## src/rtl/chiplet_types_pkg.sv

```systemverilog
// rtl/chiplet_types_pkg.sv - shared flit, credit and transmitter-state types for the switch
// Contents:
//   flit_t              crossbar/link flit; payload low bits carry the packet length in flits
//   PKT_LENGTH_WIDTH    width of the packet-length field
//   expected_num_flits  packet length (in flits) decoded from a head-flit payload
//   credit_t            per-VC credit count sized for TX_DEPTH
//   tx_state_t          wormhole tracking state of the output-port transmitter
package chiplet_types_pkg;

    localparam int PKT_LENGTH_WIDTH   = 4;
    localparam int FLIT_PAYLOAD_WIDTH = 32;

    typedef struct packed {
        logic [FLIT_PAYLOAD_WIDTH-1:0] payload;
    } flit_t;

    localparam int TX_DEPTH     = 8;
    localparam int CREDIT_WIDTH = $clog2(TX_DEPTH + 1);

    typedef logic [CREDIT_WIDTH-1:0] credit_t;

    typedef enum logic {
        IDLE = 1'b0,
        BODY = 1'b1
    } tx_state_t;

    // Only the head flit's length field matters here; the rest of the payload
    // is opaque data carried along the link.
    function automatic logic [PKT_LENGTH_WIDTH-1:0] expected_num_flits(
        input logic [FLIT_PAYLOAD_WIDTH-1:0] payload
    );
        logic unused_payload_bits;
        unused_payload_bits = ^payload[FLIT_PAYLOAD_WIDTH-1:PKT_LENGTH_WIDTH];
        return payload[PKT_LENGTH_WIDTH-1:0];
    endfunction

endpackage

```

## src/rtl/switch_outport_tx_credit_counter.sv

```systemverilog
// rtl/switch_outport_tx_credit_counter.sv - per-VC downstream buffer credit counter
// Ports:
//   CLK, RST       clock, synchronous active-high reset
//   consume        a flit was accepted on this VC (ignored when count is 0)
//   credit_return  one-cycle pulse restoring CREDIT_BATCH credits
//   count          current credit count, reset to DEPTH
//   err            sticky: a return would have pushed the count above DEPTH
module switch_credit_counter #(
    parameter int DEPTH        = 8,
    parameter int CREDIT_BATCH = 3 * DEPTH / 4
) (
    input  logic                         CLK,
    input  logic                         RST,
    input  logic                         consume,
    input  logic                         credit_return,
    output logic [$clog2(DEPTH+1)-1:0]   count,
    output logic                         err
);

    localparam int CW = $clog2(DEPTH + 1);

    logic [CW-1:0] r_count;
    logic          r_err;
    logic          w_take;
    logic [CW:0]   w_sum;
    logic          w_over;

    // Guarding the decrement here keeps the count from ever wrapping below 0.
    assign w_take = consume && (r_count != '0);

    // One extra bit so count + batch cannot wrap before the saturation test.
    always_comb begin
        w_sum  = {1'b0, r_count}
               + (credit_return ? (CW+1)'(CREDIT_BATCH) : '0)
               - (CW+1)'(w_take);
        w_over = w_sum > (CW+1)'(DEPTH);
    end

    always_ff @(posedge CLK) begin
        if (RST) begin
            r_count <= CW'(DEPTH);
            r_err   <= 1'b0;
        end else begin
            r_count <= w_over ? CW'(DEPTH) : w_sum[CW-1:0];
            if (w_over) begin
                r_err <= 1'b1;
            end
        end
    end

    assign count = r_count;
    assign err   = r_err;

endmodule

```

## src/rtl/switch_outport_tx.sv

```systemverilog
// rtl/switch_outport_tx.sv - credit-based output-port transmitter with wormhole VC locking
// Optional feature macro: SWITCH_TX_STATS_EN (adds stat_flits, stat_credit_stalls)
// Ports:
//   CLK, RST            clock, synchronous active-high reset
//   in_valid/in_flit/in_vc/in_ready   crossbar side; accept when in_valid && in_ready
//   out_valid/out_flit/out_vc/out_ready  registered link side
//   credit_return       per-VC pulse, each restores CREDIT_BATCH credits
//   credits             per-VC current credit counts
//   pkt_done            one-cycle pulse the cycle after a tail flit is accepted
//   credit_err          sticky credit overflow flag
//   stat_flits, stat_credit_stalls  (SWITCH_TX_STATS_EN only) wrapping 32-bit counters
module switch_outport_tx
    import chiplet_types_pkg::*;
#(
    parameter int NUM_VCS      = 2,
    parameter int DEPTH        = 8,
    parameter int CREDIT_BATCH = 3 * DEPTH / 4
) (
    input  logic                                         CLK,
    input  logic                                         RST,
    input  logic                                         in_valid,
    input  flit_t                                        in_flit,
    input  logic [$clog2(NUM_VCS)-1:0]                   in_vc,
    output logic                                         in_ready,
    output logic                                         out_valid,
    output flit_t                                        out_flit,
    output logic [$clog2(NUM_VCS)-1:0]                   out_vc,
    input  logic                                         out_ready,
    input  logic [NUM_VCS-1:0]                           credit_return,
    output logic [NUM_VCS-1:0][$clog2(DEPTH+1)-1:0]      credits,
    output logic                                         pkt_done,
`ifdef SWITCH_TX_STATS_EN
    output logic [31:0]                                  stat_flits,
    output logic [31:0]                                  stat_credit_stalls,
`endif
    output logic                                         credit_err
);

    localparam int VCW = $clog2(NUM_VCS);
    localparam int CW  = $clog2(DEPTH + 1);

    tx_state_t                      r_state, w_state_next;
    logic [PKT_LENGTH_WIDTH-1:0]    r_remaining, w_remaining_next;
    logic [VCW-1:0]                 r_lock_vc, w_lock_vc_next;
    logic                           r_pkt_done, w_pkt_done_next;

    logic                           r_out_valid;
    flit_t                          r_out_flit;
    logic [VCW-1:0]                 r_out_vc;

    logic [VCW-1:0]                 w_eff_vc;
    logic                           w_accept;
    logic                           w_eff_has_credit;
    logic [PKT_LENGTH_WIDTH-1:0]    w_len;
    logic [NUM_VCS-1:0]             w_consume;
    logic [NUM_VCS-1:0]             w_err;
    logic [NUM_VCS-1:0][CW-1:0]     w_credits;

    // Once a head flit has gone out, the rest of the packet must follow on the
    // same VC regardless of what VC allocation presents.
    assign w_eff_vc         = (r_state == BODY) ? r_lock_vc : in_vc;
    assign w_eff_has_credit = (w_credits[w_eff_vc] != '0);
    assign in_ready         = (!r_out_valid || out_ready) && w_eff_has_credit;
    assign w_accept         = in_valid && in_ready;
    assign w_len            = expected_num_flits(in_flit.payload);

    for (genvar v = 0; v < NUM_VCS; v++) begin : g_vc
        assign w_consume[v] = w_accept && (w_eff_vc == VCW'(v));

        switch_credit_counter #(
            .DEPTH        (DEPTH),
            .CREDIT_BATCH (CREDIT_BATCH)
        ) u_credit (
            .CLK           (CLK),
            .RST           (RST),
            .consume       (w_consume[v]),
            .credit_return (credit_return[v]),
            .count         (w_credits[v]),
            .err           (w_err[v])
        );
    end

    always_comb begin
        w_state_next     = r_state;
        w_remaining_next = r_remaining;
        w_lock_vc_next   = r_lock_vc;
        w_pkt_done_next  = 1'b0;
        case (r_state)
            IDLE: begin
                if (w_accept) begin
                    // Lengths 0 and 1 are both a self-contained single-flit packet.
                    if (w_len <= PKT_LENGTH_WIDTH'(1)) begin
                        w_pkt_done_next = 1'b1;
                    end else begin
                        w_remaining_next = w_len - PKT_LENGTH_WIDTH'(1);
                        w_lock_vc_next   = in_vc;
                        w_state_next     = BODY;
                    end
                end
            end
            BODY: begin
                if (w_accept) begin
                    if (r_remaining == PKT_LENGTH_WIDTH'(1)) begin
                        w_pkt_done_next  = 1'b1;
                        w_remaining_next = '0;
                        w_state_next     = IDLE;
                    end else begin
                        w_remaining_next = r_remaining - PKT_LENGTH_WIDTH'(1);
                    end
                end
            end
        endcase
    end

    always_ff @(posedge CLK) begin
        if (RST) begin
            r_state     <= IDLE;
            r_remaining <= '0;
            r_lock_vc   <= '0;
            r_pkt_done  <= 1'b0;
        end else begin
            r_state     <= w_state_next;
            r_remaining <= w_remaining_next;
            r_lock_vc   <= w_lock_vc_next;
            r_pkt_done  <= w_pkt_done_next;
        end
    end

    // Single link register: in_ready already folds in out_ready, so a load
    // never overwrites a flit the sink has not taken.
    always_ff @(posedge CLK) begin
        if (RST) begin
            r_out_valid <= 1'b0;
            r_out_flit  <= '0;
            r_out_vc    <= '0;
        end else if (w_accept) begin
            r_out_valid <= 1'b1;
            r_out_flit  <= in_flit;
            r_out_vc    <= w_eff_vc;
        end else if (out_ready) begin
            r_out_valid <= 1'b0;
        end
    end

`ifdef SWITCH_TX_STATS_EN
    logic [31:0] r_stat_flits;
    logic [31:0] r_stat_credit_stalls;

    always_ff @(posedge CLK) begin
        if (RST) begin
            r_stat_flits         <= '0;
            r_stat_credit_stalls <= '0;
        end else begin
            if (w_accept) begin
                r_stat_flits <= r_stat_flits + 32'd1;
            end
            if (in_valid && !in_ready && !w_eff_has_credit) begin
                r_stat_credit_stalls <= r_stat_credit_stalls + 32'd1;
            end
        end
    end

    assign stat_flits         = r_stat_flits;
    assign stat_credit_stalls = r_stat_credit_stalls;
`endif

    assign out_valid  = r_out_valid;
    assign out_flit   = r_out_flit;
    assign out_vc     = r_out_vc;
    assign credits    = w_credits;
    assign pkt_done   = r_pkt_done;
    assign credit_err = |w_err;

endmodule

```

## config.mk

```make
export PLATFORM = sky130hd
export DESIGN_NAME = switch_outport_tx
export DESIGN_NICKNAME = d
export VERILOG_FILES = /design/src/rtl/chiplet_types_pkg.sv /design/src/rtl/switch_outport_tx_credit_counter.sv /design/src/rtl/switch_outport_tx.sv
export SDC_FILE = /design/constraint.sdc
export NUM_CORES = 1
export LEC_CHECK = 0
export ABC_AREA = 0
export BUFFER_PORTS_ARGS = -buffer_cell sky130_fd_sc_hd__buf_2
export CORE_UTILIZATION = 35
export CTS_BUF_LIST = sky130_fd_sc_hd__clkbuf_16
export DETAILED_ROUTE_END_ITERATION = 6
export GPL_TIMING_DRIVEN = 0
export PLACE_DENSITY_LB_ADDON = 0.15
export SETUP_SLACK_MARGIN = 0.02
export SYNTH_ARGS = -nofsm -noshare
export SYNTH_HDL_FRONTEND = slang
export SYNTH_HIERARCHICAL = 1
export SYNTH_SLANG_ARGS = --single-unit
export TNS_END_PERCENT = 10
```

## constraint.sdc

```tcl
create_clock -name CLK -period 4.54 [get_ports CLK]
set_input_delay 0.227 -clock CLK [delete_from_list [all_inputs] [get_ports CLK]]
set_output_delay 0.227 -clock CLK [all_outputs]
set_load 0.02 [all_outputs]
```

### After elaboration in Yosys (flattened, before gate mapping)

Index checks and enable logic that the tools add are counted.

| operators by class | value |
|---|---|
| add/sub/neg operators | 6 |
| multiply operators | 0 |
| divide/modulo/power cells | 0 |
| magnitude comparators | 4 |
| equal/unequal tests | 4 |
| shift-type cells | 0 |
| multiplexer cells | 22 |
| bitwise logic cells | 3 |
| reductions and logical operators | 17 |

Operator list:

| cell | count |
|---|---|
| two-way mux 4 bit | 6 |
| nonzero test 4 bit | 3 |
| two-way mux 1 bit | 11 |
| adder 4 x 5 -> 5 bit | 2 |
| > comparator 5 x 4 -> 1 bit, second input constant | 2 |
| subtractor 5 x 1 -> 5 bit | 2 |
| one-hot mux 4 bit (2 select lines) | 1 |
| subtractor 4 x 1 -> 4 bit, second input constant | 2 |
| logical AND 1 bit | 6 |
| two-way mux 3 bit | 2 |
| AND reduction 3 bit | 2 |
| OR reduction 2 bit | 3 |
| equality test 4 x 1 -> 1 bit, second input constant | 1 |
| <= comparator 4 x 1 -> 1 bit, second input constant | 1 |
| inequality test 2 bit, second input constant | 2 |
| one-hot mux 1 bit (2 select lines) | 2 |
| inverter 1 bit | 3 |
| < comparator 1 x 2 -> 1 bit, second input constant | 1 |
| inequality test 2 x 1 -> 1 bit, second input constant | 1 |
| nonzero test 2 bit | 1 |
| logical NOT 1 bit | 1 |
| logical OR 1 bit | 1 |

| storage, ports and cells | value |
|---|---|
| register bits after elaboration | 51 |
| latch bits | 0 |
| RAM bits | 0 |
| bits in read-only memories | 0 |
| bits of input ports | 39 |
| output and inout bits | 45 |
| word-level logic and storage cells | 67 |
| memories kept | 0 |

### Logic depth before layout (Yosys ltp)

Gate-level depths: netlist of the first run.

| logic depth | value |
|---|---|
| word-level depth | 11 |
| mapped depth | 14 |
| mapped depth without buffers | 13 |

### By module

Netlist of the first run, hierarchy kept.

By module, submodules not included:

| module | instances | cells each | area an instance (um^2) | sequential area each (um^2) |
|---|---|---|---|---|
| switch_outport_tx | 1 | 222 | 1,829.3 | 820.8 |
| switch_credit_counter | 2 | 40 | 359.1 | 100.1 |

### Least setup slack after synthesis of the first run

Ideal clock, no wire load.

| timing | value |
|---|---|
| path kind | reg2reg |
| start point | reg g_vc[0].u_credit.r_count[0] |
| end point | reg g_vc[0].u_credit.r_err |
| setup time | 0.122 ns |
| arrival time | 2.717 ns |
| required time | 4.418 ns |
| setup slack | 1.701 ns |
| stages on the path, launching flop included | 14 |
| path buffers | 1 |
| period minus slack after synthesis | 2.839 ns |
| path through | dfxtp_1 > nor4_1 > mux2i_1 > buf_2 > and3_1 > o41a_1 > ha_1 > inv_1 > ha_1 > inv_1 > fa_1 > nand3b_1 > a21o_1 > o31a_2 |

| on the way | value |
|---|---|
| cells in the longest elaborated chain, start to end | 9 |
| elaborated cells on any way between the ends | 11 |
| classes of those cells | 2 x add/sub; 1 x order compare; 2 x mux; 6 x reduce/logical |

Ends and longest elaborated chain:

| what | line | RTL |
|---|---|---|
| from (decl) | switch_outport_tx_credit_counter.sv:22 | `logic [CW-1:0] r_count;` |
| from (signal assigned) | switch_outport_tx_credit_counter.sv:41 | `r_count <= CW'(DEPTH);` |
| from (signal assigned) | switch_outport_tx_credit_counter.sv:44 | `r_count <= w_over ? CW'(DEPTH) : w_sum[CW-1:0];` |
| two-way mux 4 bit (not written as such) (2 in series) | switch_outport_tx.sv:62 | `assign w_eff_has_credit = (w_credits[w_eff_vc] != '0);` |
| nonzero test 4 bit | switch_outport_tx.sv:62 |  |
| logical AND 1 bit | switch_outport_tx.sv:63 | `assign in_ready = (!r_out_valid \|\| out_ready) && w_eff_has_credit;` |
| logical AND 1 bit | switch_outport_tx.sv:64 | `assign w_accept = in_valid && in_ready;` |
| logical AND 1 bit | switch_outport_tx.sv:68 | `assign w_consume[v] = w_accept && (w_eff_vc == VCW'(v));` |
| via w_consume[0] | switch_outport_tx.sv:55 | `logic [NUM_VCS-1:0] w_consume;` |
| logical AND 1 bit | switch_outport_tx_credit_counter.sv:29 | `assign w_take = consume && (r_count != '0);` |
| subtractor 5 x 1 -> 5 bit | switch_outport_tx_credit_counter.sv:35 | `- (CW+1)'(w_take);` |
| > comparator 5 x 4 -> 1 bit | switch_outport_tx_credit_counter.sv:36 | `w_over = w_sum > (CW+1)'(DEPTH);` |
| to (signal assigned) | switch_outport_tx_credit_counter.sv:42 | `r_err <= 1'b0;` |
| to (signal assigned) | switch_outport_tx_credit_counter.sv:46 | `r_err <= 1'b1;` |
| to (decl) | switch_outport_tx_credit_counter.sv:23 | `logic r_err;` |

The timed path passes the listed nets, and every way through them passes these cells. The select of a mux whose other input is x is not followed.
A chain may end at the register's enable or synchronous reset.

### Worst setup path after layout of the first run

| timing | value |
|---|---|
| start point | reg r_state |
| end point | reg g_vc[1].u_credit.r_count[2] |

| on the way | value |
|---|---|
| cells in the longest elaborated chain, start to end | 11 |

Ends and longest elaborated chain:

| what | line | RTL |
|---|---|---|
| from (decl) | switch_outport_tx.sv:42 | `tx_state_t r_state, w_state_next;` |
| from (signal assigned) | switch_outport_tx.sv:122 | `r_state <= w_state_next;` |
| two-way mux 1 bit * | switch_outport_tx.sv:61 | `assign w_eff_vc = (r_state == BODY) ? r_lock_vc : in_vc;` |
| two-way mux 4 bit (not written as such) (2 in series) | switch_outport_tx.sv:62 |  |
| nonzero test 4 bit | switch_outport_tx.sv:62 |  |
| logical AND 1 bit | switch_outport_tx.sv:63 |  |
| logical AND 1 bit | switch_outport_tx.sv:64 |  |
| logical AND 1 bit * | switch_outport_tx.sv:68 |  |
| via w_consume[1] | switch_outport_tx.sv:55 |  |
| logical AND 1 bit * | switch_outport_tx_credit_counter.sv:29 |  |
| subtractor 5 x 1 -> 5 bit * | switch_outport_tx_credit_counter.sv:35 |  |
| > comparator 5 x 4 -> 1 bit | switch_outport_tx_credit_counter.sv:36 |  |
| OR reduction 2 bit (no line) | - |  |
| to (signal assigned) | switch_outport_tx_credit_counter.sv:41 |  |
| to (signal assigned) | switch_outport_tx_credit_counter.sv:44 |  |
| to (decl) | switch_outport_tx_credit_counter.sv:22 |  |

The timed path passes the listed nets; every way through them passes the cells marked *. The select of a mux whose other input is x is not followed.

==> impl_metrics.toml, run 1 <==
[power_and_ir_drop]
power-per-cell-area_nw_per_um2 = 595
leakage_nw = 1.47
power_mw = 1.95
vdd_drop_max_mv = 0.268

[sta]
setup_viol = 0
rsz0062_at_grt = "false"
final_max_slew_viol_count = 0
slew_headroom_pct = 42.9
max_freq_mhz = 309
worst_pin_slew_ns = 0.846
hold_violations = 0
fin_crit_ns = 3.24
fin_worst_skew_ns = 0.00676
fin_tns_setup_ns = 0
timing.final.crit_share_pct = 71.3
hold_ws_ns = 0.182

[layout]
final_nets = 449
fill_cells = 741
antenna_cells = 0
finalInstanceArea_um2 = 3280
area_growth_pct = 28.6
multi_input_area_um2 = 1330
final_cell_count_no_fill = 489
seqCellArea_um2 = 1020
drive_gt1_share_pct = 27.5

[global_routing]
grt_use_total_pct = 18.4
grt_pass1_vias = 2270
overflow = 0
grt_antenna_before_repair = 0
grt_max_degree = 17
grt_pass1_wl_um = 11000

[critical_path]
crit_required_ns = 4.75
cpPeakStageDelay_ns = 0.44
crit_type = "reg -> reg"
crit_arrival_ns = 3.45
crit_path_top_delay_cell = "fa_1"
crit_fanout = 10
path_buf_inv = 3
path_cells = "mux2i_2 -> mux2i_1 -> buf_2 -> nand2_1 -> nor2_1 -> o41a_1 -> ha_1 -> inv_1 -> ha_1 -> inv_1 -> fa_1 -> or3_1 -> nor3_1"
r2r-start = "r_state$_SDFF_PP0_"
cp_top_family = "simple AND/OR/NAND/NOR gates"
rr_worst_depth = 13
rrSetupSlack_ns = 1.30
worstSetupStartpointType = "flip-flop"
reg2reg_to = "g_vc[1].u_credit/count[2]$_SDFF_PP0_"
path_depth = 13
crit_path_end_kind = "flip-flop"

[synthesis]
yosysTopAreaCellShare_pct = 40.1
syn_area_um2 = 2550
syn_inst = 302
synth_top_area_cell = "dfxtp_1"
yosys_warnings = 6
synth_nets = 359
synth-edff-count = 0
netlist_top_cells_area = "dfxtp_1 (40%), ha_1 (7.9%), a21oi_1 (7.7%)"
ys_types = 44
synthFlopType = "dfxtp_1"
syn_avg_cell_area_um2 = 8.44
yosysSeqAreaShare_pct = 40.1
synth-async-reset-ratio_pct = 0
ys_ff_latch = 51

[detailed_routing]
num_vias = 2439
drt_iter0_drc = 149
viasPerCell = 4.99
drt-total-wl_um = 6520
first_pass_iters = 4
wl_per_cell_um = 13.3
drc = 0
drtAntennaViolNets = 0

[placed_design]
gp_congestion = 0.852
dp_hpwl_um = 4690
dp_cells = 481
io_buffers = 83
place_area_um2 = 3080

[floorplan]
die_x_um = 87.3
start_util_pct = 36.9
rows = 30
fp.dieH_um = 87.3
ios = 84
core_area_um2 = 6910
die_area_um2 = 7620

[min_path]
hp-class = "in -> reg"
hold-path-cell-count = 3
hold_end = "out_flit[27]$_SDFFE_PP0P_"
min-delay-start = "in_flit[27]"

[clock_network]
postCtsSetupBuffers = 0
cts_resized = 0
insertion_delay_ns = 0.29
htree_levels = 2
ctsHoldBuffers = 0
cts.sinks = 51
numCtsBuffers = 5
clock_path_buffers = 2
cts_tree = "done"
clk_pin_slew_ns = 0.07
cts_root_buffer = "clkbuf_16"

[job]
max_cap_violations = 0

[outcome]
status = "finished clean"
## layout make-up
type / instances / area share [%]
inverters: 29 / 3.32
flip-flops and latches: 51 / 31.2
multi-input cells: 201 / 40.6
well taps: 96 / 3.67
clock inverters: 3 / 2.06
repair buffers: 83 / 12.7
plain buffers: 21 / 2.71
clock buffers: 5 / 3.82
## power breakdown
| group | switching (mW) | leakage (nW) | internal (mW) | total [mW] |
|---|---|---|---|---|
| registers | 0.0620 | 0.419 | 0.541 | 0.603 |
| clock network | 0.167 | 0.0900 | 0.316 | 0.483 |
| logic | 0.518 | 0.958 | 0.344 | 0.862 |
## registers in the layout (all words and copies together) (netlist names)
signal	count
r_lock_vc	1
out_flit	32
r_remaining	4
g_vc.u_credit/err	2
out_valid	1
g_vc.u_credit/count	8
pkt_done	1
r_state	1
out_vc	1
## routing by layer
layer / share of wire (%) / GRT usage, %
met1: 48 / 25.8
met5: 0 / 0
met4: 1.3 / 6.11
met3: 5.7 / 3.60
met2: 45 / 28.3
## worst register-to-register path, cell delays in order (launching register included)
cell     delay (ns)
dfxtp_1        0.40
mux2i_2        0.36
mux2i_1        0.31
buf_2          0.27
nand2_1        0.15
nor2_1         0.15
o41a_1         0.16
ha_1           0.13
inv_1          0.04
ha_1           0.18
inv_1          0.07
fa_1           0.44
or3_1          0.39
nor3_1         0.12
## cells in the mapped netlist, types with 3 or more instances
library cell  count
or2_2             3
nand2_1           6
or3_1             4
nor3_1            8
a21oi_1          39
ha_1             16
xnor2_1           4
clkbuf_1         17
nand2b_1          5
nand3_1          35
inv_1            29
mux2i_1           3
nor4_1            5
o21ai_0          33
dfxtp_1          51
nor2_1            5
## cell families (layout without fill, tap and decap cells)
logic type	after synthesis	after routing	synth area share, %
fa+ha+maj	18	18	9.43
xor+xnor	4	4	1.38
flops	51	51	40.1
mux	5	5	2.31
buf+inv	50	141	7.76
simple gates	83	83	18.4
compound gates	91	91	20.7
## cell usage in the layout, fill, tap and decap left out, types with 3 or more instances in the layout
| cell | netlist | final |
|---|---|---|
| buf_2 | 2 | 85 |
| dfxtp_1 | 51 | 51 |
| a21oi_1 | 39 | 39 |
| nand3_1 | 35 | 35 |
| o21ai_0 | 33 | 33 |
| inv_1 | 29 | 29 |
| clkbuf_1 | 17 | 17 |
| ha_1 | 16 | 16 |
| nor3_1 | 8 | 8 |
| nand2_1 | 6 | 6 |
| nand2b_1 | 5 | 5 |
| nor4_1 | 5 | 5 |
| nor2_1 | 5 | 5 |
| clkbuf_16 | 0 | 5 |
| xnor2_1 | 4 | 4 |
| or3_1 | 4 | 4 |
| mux2i_1 | 3 | 3 |
| or2_2 | 3 | 3 |
## stage by stage
step / setup slack, ns / util (%)
after detailed placement: 1.33 / 44.6
final: 1.30 / 47.4
after global routing: 1.05 / 47.4
after CTS: 1.29 / 47.4
after global placement: 1.33 / 44.6
after floorplan: 1.70 / -
## worst max-delay path by stage
stage               slack (ns)                              endpoint                            startpoint
CTS                       1.29  g_vc[1].u_credit/count[2]$_SDFF_PP0_                    r_state$_SDFF_PP0_
floorplan                 1.70     g_vc[0].u_credit/err$_SDFFE_PP0N_  g_vc[0].u_credit/count[0]$_SDFF_PP0_
finish                    1.30  g_vc[1].u_credit/count[2]$_SDFF_PP0_                    r_state$_SDFF_PP0_
global placement          1.33  g_vc[1].u_credit/count[2]$_SDFF_PP0_                    r_state$_SDFF_PP0_
global route              1.05  g_vc[1].u_credit/count[2]$_SDFF_PP0_                    r_state$_SDFF_PP0_
detailed placement        1.33  g_vc[1].u_credit/count[2]$_SDFF_PP0_                    r_state$_SDFF_PP0_
Note: power is estimated with default switching activity, not from simulation.
==> inputs of run 2 (changes only) <==
==> constraint.sdc (replaced) <==
create_clock -name CLK -period 3.2 [get_ports CLK]
set_input_delay 0.16 -clock CLK [delete_from_list [all_inputs] [get_ports CLK]]
set_output_delay 0.16 -clock CLK [all_outputs]
set_load 0.02 [all_outputs]
==> run 2 against run 1 <==
Net effect: design area up 1.5%; wire length up 0.84%; core utilization up 0.69 points; clock skew up 0.00060 ns; register-to-register slack worse by 1.1 ns; worst hold slack worse by 0.069 ns; flip-flop and latch count unchanged; non-clock buffer count up 2; via count up 0.86%.
==> impl_metrics.toml, run 2 (synthesized netlist as in run 1, its figures left out) <==
[outcome]
status = "finished clean"

[detailed_routing]
wl_per_cell_um = 13.4
num_vias = 2460
drtAntennaViolNets = 0
first_pass_iters = 4
viasPerCell = 5.01
drt_iter0_drc = 163
drc = 0
drt-total-wl_um = 6570

[critical_path]
path_cells = "mux2i_4 -> mux2i_2 -> buf_6 -> nand2_1 -> nor2_1 -> o41a_1 -> ha_1 -> inv_1 -> ha_1 -> inv_1 -> fa_1 -> or3_1 -> nor3_1"
crit_type = "reg -> reg"
rrSetupSlack_ns = 0.20
crit_arrival_ns = 3.22
crit_required_ns = 3.41
worstSetupStartpoint = "r_state$_SDFF_PP0_"
crit_path_end_kind = "flip-flop"
rr_worst_depth = 13
cp_top_family = "simple AND/OR/NAND/NOR gates"
crit_path_top_delay_cell = "fa_1"
r2r-start = "r_state$_SDFF_PP0_"
cpPeakStageDelay_ns = 0.44
crit_fanout = 10
path_depth = 13
crit_end = "g_vc[1].u_credit/count[2]$_SDFF_PP0_"
path_buf_inv = 3
reg2reg_to = "g_vc[1].u_credit/count[2]$_SDFF_PP0_"
worstSetupStartpointType = "flip-flop"

[layout]
mostFrequentLayoutCells = "buf_2 (84), dfxtp_1 (50), a21oi_1 (39), nand3_1 (35), o21ai_0 (33)"
fill_cells = 731
largest_reg_flops = 32
layout_commonest_cell = "buf_2"
final_cell_count_no_fill = 491
antenna_cells = 0
final_util_pct = 48.1
area_growth_pct = 30.5
final_nets = 451
drive_gt1_share_pct = 28.9

[global_routing]
grt_use_total_pct = 18.5
overflow = 0
grt_pass1_vias = 2275
grt_antenna_before_repair = 0
grt_max_degree = 17
grt_pass1_wl_um = 11000

[clock_network]
cts_root_buffer = "clkbuf_16"
insertion_delay_ns = 0.29
clock_path_buffers = 2
htree_levels = 2
cts.sinks = 51
numCtsBuffers = 5
ctsHoldBuffers = 0
clk_pin_slew_ns = 0.07
cts_tree = "done"

[placed_design]
dp_hpwl_um = 4690
gp_congestion = 0.852
dp_cells = 481
io_buffers = 83

[floorplan]
rows = 30
fp.dieH_um = 87.3
start_util_pct = 36.9
core_area_um2 = 6910
die_x_um = 87.3
die_area_um2 = 7620
ios = 84

[sta]
rsz0062_at_grt = "false"
fin_tns_setup_ns = 0
setup_viol = 0
slew_headroom_pct = 39.2
worst_pin_slew_ns = 0.900
max_freq_mhz = 333
fin_crit_ns = 3.00
final_max_slew_viol_count = 0
timing.final.crit_share_pct = 93.9
fin_worst_skew_ns = 0.00737
hold_ws_ns = 0.113
hold_violations = 0

[power_and_ir_drop]
power-per-cell-area_nw_per_um2 = 844
power_mw = 2.80
leakage_nw = 1.48
vdd_drop_max_mv = 0.379

[min_path]
hold-path-cell-count = 3
hp-class = "in -> reg"

[job]
max_cap_violations = 0
==> run 2: worst reg2reg max path: stages (launching register included) <==
cell	delay, ns
dfxtp_2	0.39
mux2i_4	0.29
mux2i_2	0.28
buf_6	0.17
nand2_1	0.11
nor2_1	0.15
o41a_1	0.16
ha_1	0.13
inv_1	0.04
ha_1	0.18
inv_1	0.07
fa_1	0.44
or3_1	0.39
nor3_1	0.12
==> run 2: per-layer routing <==
layer | routed length, um | track usage (%) | vias up
met5 | 0 | 0 | -
met3 | 370 | 3.60 | 5
met1 | 3100 | 25.8 | 1123
met4 | 86 | 6.11 | 0
met2 | 3020 | 28.3 | 78
li1 | - | - | 1254
==> run 2: where the power goes <==
group          total (mW)  switching (mW)  internal [mW]
Clock               0.684           0.236          0.448
Sequential          0.864          0.0963          0.768
Combinational        1.26           0.743          0.512
Total                2.80            1.08           1.73
==> run 2: per-stage QoR <==
stage / setup WS, ns / instance area (um^2)
after floorplan: 0.361 / 2550
after global placement: -0.00595 / 3080
after detailed placement: -0.00961 / 3080
after CTS: 0.0321 / 3290
after global routing: 0.00192 / 3320
final: 0.196 / 3320
==> run 2: repair_timing <==
item	CTS	global route
pin swaps	0	0
endpoints found under the setup margin	1	8
cloned	0	0
gates resized for setup	2	5
buffers inserted	0	2
==> run 2: how the worst min path moves through the flow <==
| stage | start | endpoint | slack (ns) |
|---|---|---|---|
| 4_1_cts | in_flit[22] | out_flit[22]$_SDFFE_PP0P_ | 0.11 |
| 3_5_place_dp | in_flit[5] | out_flit[5]$_SDFFE_PP0P_ | 0.42 |
| 2_1_floorplan | RST | g_vc[0].u_credit/count[3]$_SDFF_PP1_ | 0.28 |
| 6_report | in_flit[27] | out_flit[27]$_SDFFE_PP0P_ | 0.11 |
| 3_3_place_gp | in_flit[6] | out_flit[6]$_SDFFE_PP0P_ | 0.42 |
| 5_1_grt | in_flit[23] | out_flit[23]$_SDFFE_PP0P_ | 0.12 |
==> run 2: cell type report <==
cell class	instances	area [um^2]	area share, %
Multi-Input combinational cell	201	1350	40.7
Inverter	29	109	3.28
Clock inverter	3	67.6	2.03
Timing Repair Buffer	85	430	13.0
Clock buffer	5	125	3.77
Tap cell	96	120	3.61
Sequential cell	51	1020	30.8
Buffer	21	95.1	2.86
==> inputs of run 3 (changes only) <==
--- a/config.mk
+++ b/config.mk
@@ -12,6 +12,7 @@
 export DETAILED_ROUTE_END_ITERATION = 6
 export GPL_TIMING_DRIVEN = 0
 export PLACE_DENSITY_LB_ADDON = 0.15
+export REMOVE_ABC_BUFFERS = 1
 export SETUP_SLACK_MARGIN = 0.02
 export SYNTH_ARGS = -nofsm -noshare
 export SYNTH_HDL_FRONTEND = slang
==> run 3 against run 2 <==
Net effect: register-to-register slack gained 0.02 ns; worst hold slack got worse by 0.0013 ns; via count shrank 1.5%; core utilization is 0.60 points lower; maximum frequency grew 0.51%; sequential share of layout area rose by 0.46 points; combinational power about the same; non-clock buffer count fell by 17; worst setup slack better by 0.015 ns; largest power group unchanged; critical endpoint is now g_vc[0].u_credit/err$_SDFFE_PP0N_; largest cell class unchanged; flip-flop and latch count is the same.
==> impl_metrics.toml, run 3 (synthesized netlist as in run 1, its figures left out) <==
[outcome]
status = "finished clean"

[min_path]
hp-class = "in -> reg"

[detailed_routing]
wl_per_cell_um = 13.8
first_pass_iters = 4
drt-total-wl_um = 6580
viasPerCell = 5.10
num_vias = 2424
drt_iter0_drc = 152
drc = 0
drtAntennaViolNets = 0

[clock_network]
cts_tree = "done"
cts.sinks = 51
clock_path_buffers = 2
insertion_delay_ns = 0.29
numCtsBuffers = 5
htree_levels = 2
cts_root_buffer = "clkbuf_16"
clk_pin_slew_ns = 0.07

[floorplan]
start_util_pct = 36.9
rows = 30
die_area_um2 = 7620
fp.dieH_um = 87.3
core_area_um2 = 6910
ios = 84
die_x_um = 87.3

[critical_path]
crit_required_ns = 3.38
crit_path_end_kind = "flip-flop"
crit_arrival_ns = 3.17
crit_fanout = 4
crit_type = "reg -> reg"
worstSetupStartpointType = "flip-flop"

[global_routing]
grt_use_total_pct = 17.7
grt_max_degree = 53
grt_pass1_wl_um = 10600
overflow = 0
grt_pass1_vias = 2192
grt_antenna_before_repair = 0

[sta]
worst_pin_slew_ns = 1.02
fin_crit_ns = 2.99
final_max_slew_viol_count = 0
timing.final.crit_share_pct = 93.4
hold_ws_ns = 0.112
setup_viol = 0
max_freq_mhz = 335
rsz0062_at_grt = "false"
hold_violations = 0
fin_worst_skew_ns = 0.00547
fin_tns_setup_ns = 0
slew_headroom_pct = 31.6

[power_and_ir_drop]
vdd_drop_max_mv = 0.391
power.switching_mw = 1.10
power_mw = 2.70
swShare_pct = 40.8
p_int_mw = 1.60
leakage_nw = 1.46
p_clk_share_pct = 20.1
power-per-cell-area_nw_per_um2 = 823
pwr-share-comb_pct = 47.2
p_seq_share_pct = 32.7

[layout]
mostFrequentLayoutCells = "buf_2 (83), dfxtp_1 (50), a21oi_1 (39), nand3_1 (35), o21ai_0 (33)"
final_nets = 435
area_growth_pct = 28.8
largest_reg_flops = 32
antenna_cells = 0
layout_commonest_cell = "buf_2"
fill_cells = 721
final_cell_count_no_fill = 475
drive_gt1_share_pct = 30.9
final_util_pct = 47.5

[placed_design]
gp_congestion = 0.830
io_buffers = 83
dp_cells = 461
dp_hpwl_um = 4330

[job]
max_cap_violations = 0
[run 3: cell count changes in the layout (fill, tap and decap cells not counted), sizes merged]
cell	change
clkinv	+1
mux2i	+1
bufinv	-2
clkinvlp	-1
clkbuf	-17
inv	+2
[run 3: timing repair]
item | CTS | global route
resized for setup | 5 | 4
endpoints found under the setup margin | 10 | 8
hold buffers | 0 | 0
gates cloned | 1 | 0
buffers inserted | 3 | 2
[run 3: worst paths after layout]
| check | slack [ns] | cells after the start | start | to |
|---|---|---|---|---|
| max | 0.21 | 13 | g_vc[0].u_credit/count[0]$_SDFF_PP0_ | g_vc[0].u_credit/err$_SDFFE_PP0N_ |
| min | 0.11 | 3 | in_flit[16] | out_flit[16]$_SDFFE_PP0P_ |
| max reg2reg | 0.21 | 13 | g_vc[0].u_credit/count[0]$_SDFF_PP0_ | g_vc[0].u_credit/err$_SDFFE_PP0N_ |
| min reg2reg | 0.47 | 2 | out_flit[15]$_SDFFE_PP0P_ | out_flit[15]$_SDFFE_PP0P_ |
[run 3: metal layers]
metal,part of all wire (%),GRT usage [%],vias to the layer above
li1,-,-,1221
met1,46,23.0,1136
met2,48,29.3,58
met3,5.1,3.51,9
met4,1.4,5.66,0
met5,0,0,-
[run 3: metrics by stage]
stage	instance area, um^2	worst slack (ns)
after floorplan	2460	-1.07
after global placement	2990	-2.50
after detailed placement	3030	-0.576
after CTS	3250	0.00733
after global routing	3280	0.0133
final	3280	0.212
[run 3: worst max-delay path: stages (launching register included)]
cell      delay (ns)
dfxtp_1         0.36
nor4_4          0.47
mux2i_4         0.14
buf_4           0.16
and3_1          0.17
o41a_1          0.11
ha_1            0.18
inv_1           0.06
ha_1            0.16
inv_1           0.05
fa_1            0.49
nand3b_1        0.08
a21o_1          0.18
o31a_2          0.27
[run 3: area by class of cell]
class	instances	area [um^2]	area share, %
sequential	51	1020	31.2
clock inverter	3	26.3	0.801
inverter	29	109	3.32
tap	96	120	3.66
multi-input combinational	202	1400	42.5
clock buffer	5	125	3.81
timing repair buffer	89	480	14.6
[run 3: power by group through the flow]
stage / Combinational [mW] / Clock (mW) / Sequential (mW)
2_1_floorplan: 0.724 / 0 / 0.982
3_3_place_gp: 1.17 / 0 / 0.875
3_5_place_dp: 1.22 / 0 / 0.877
4_1_cts: 1.27 / 0.564 / 0.870
5_1_grt: 1.43 / 0.595 / 0.901
6_report: 1.27 / 0.543 / 0.883
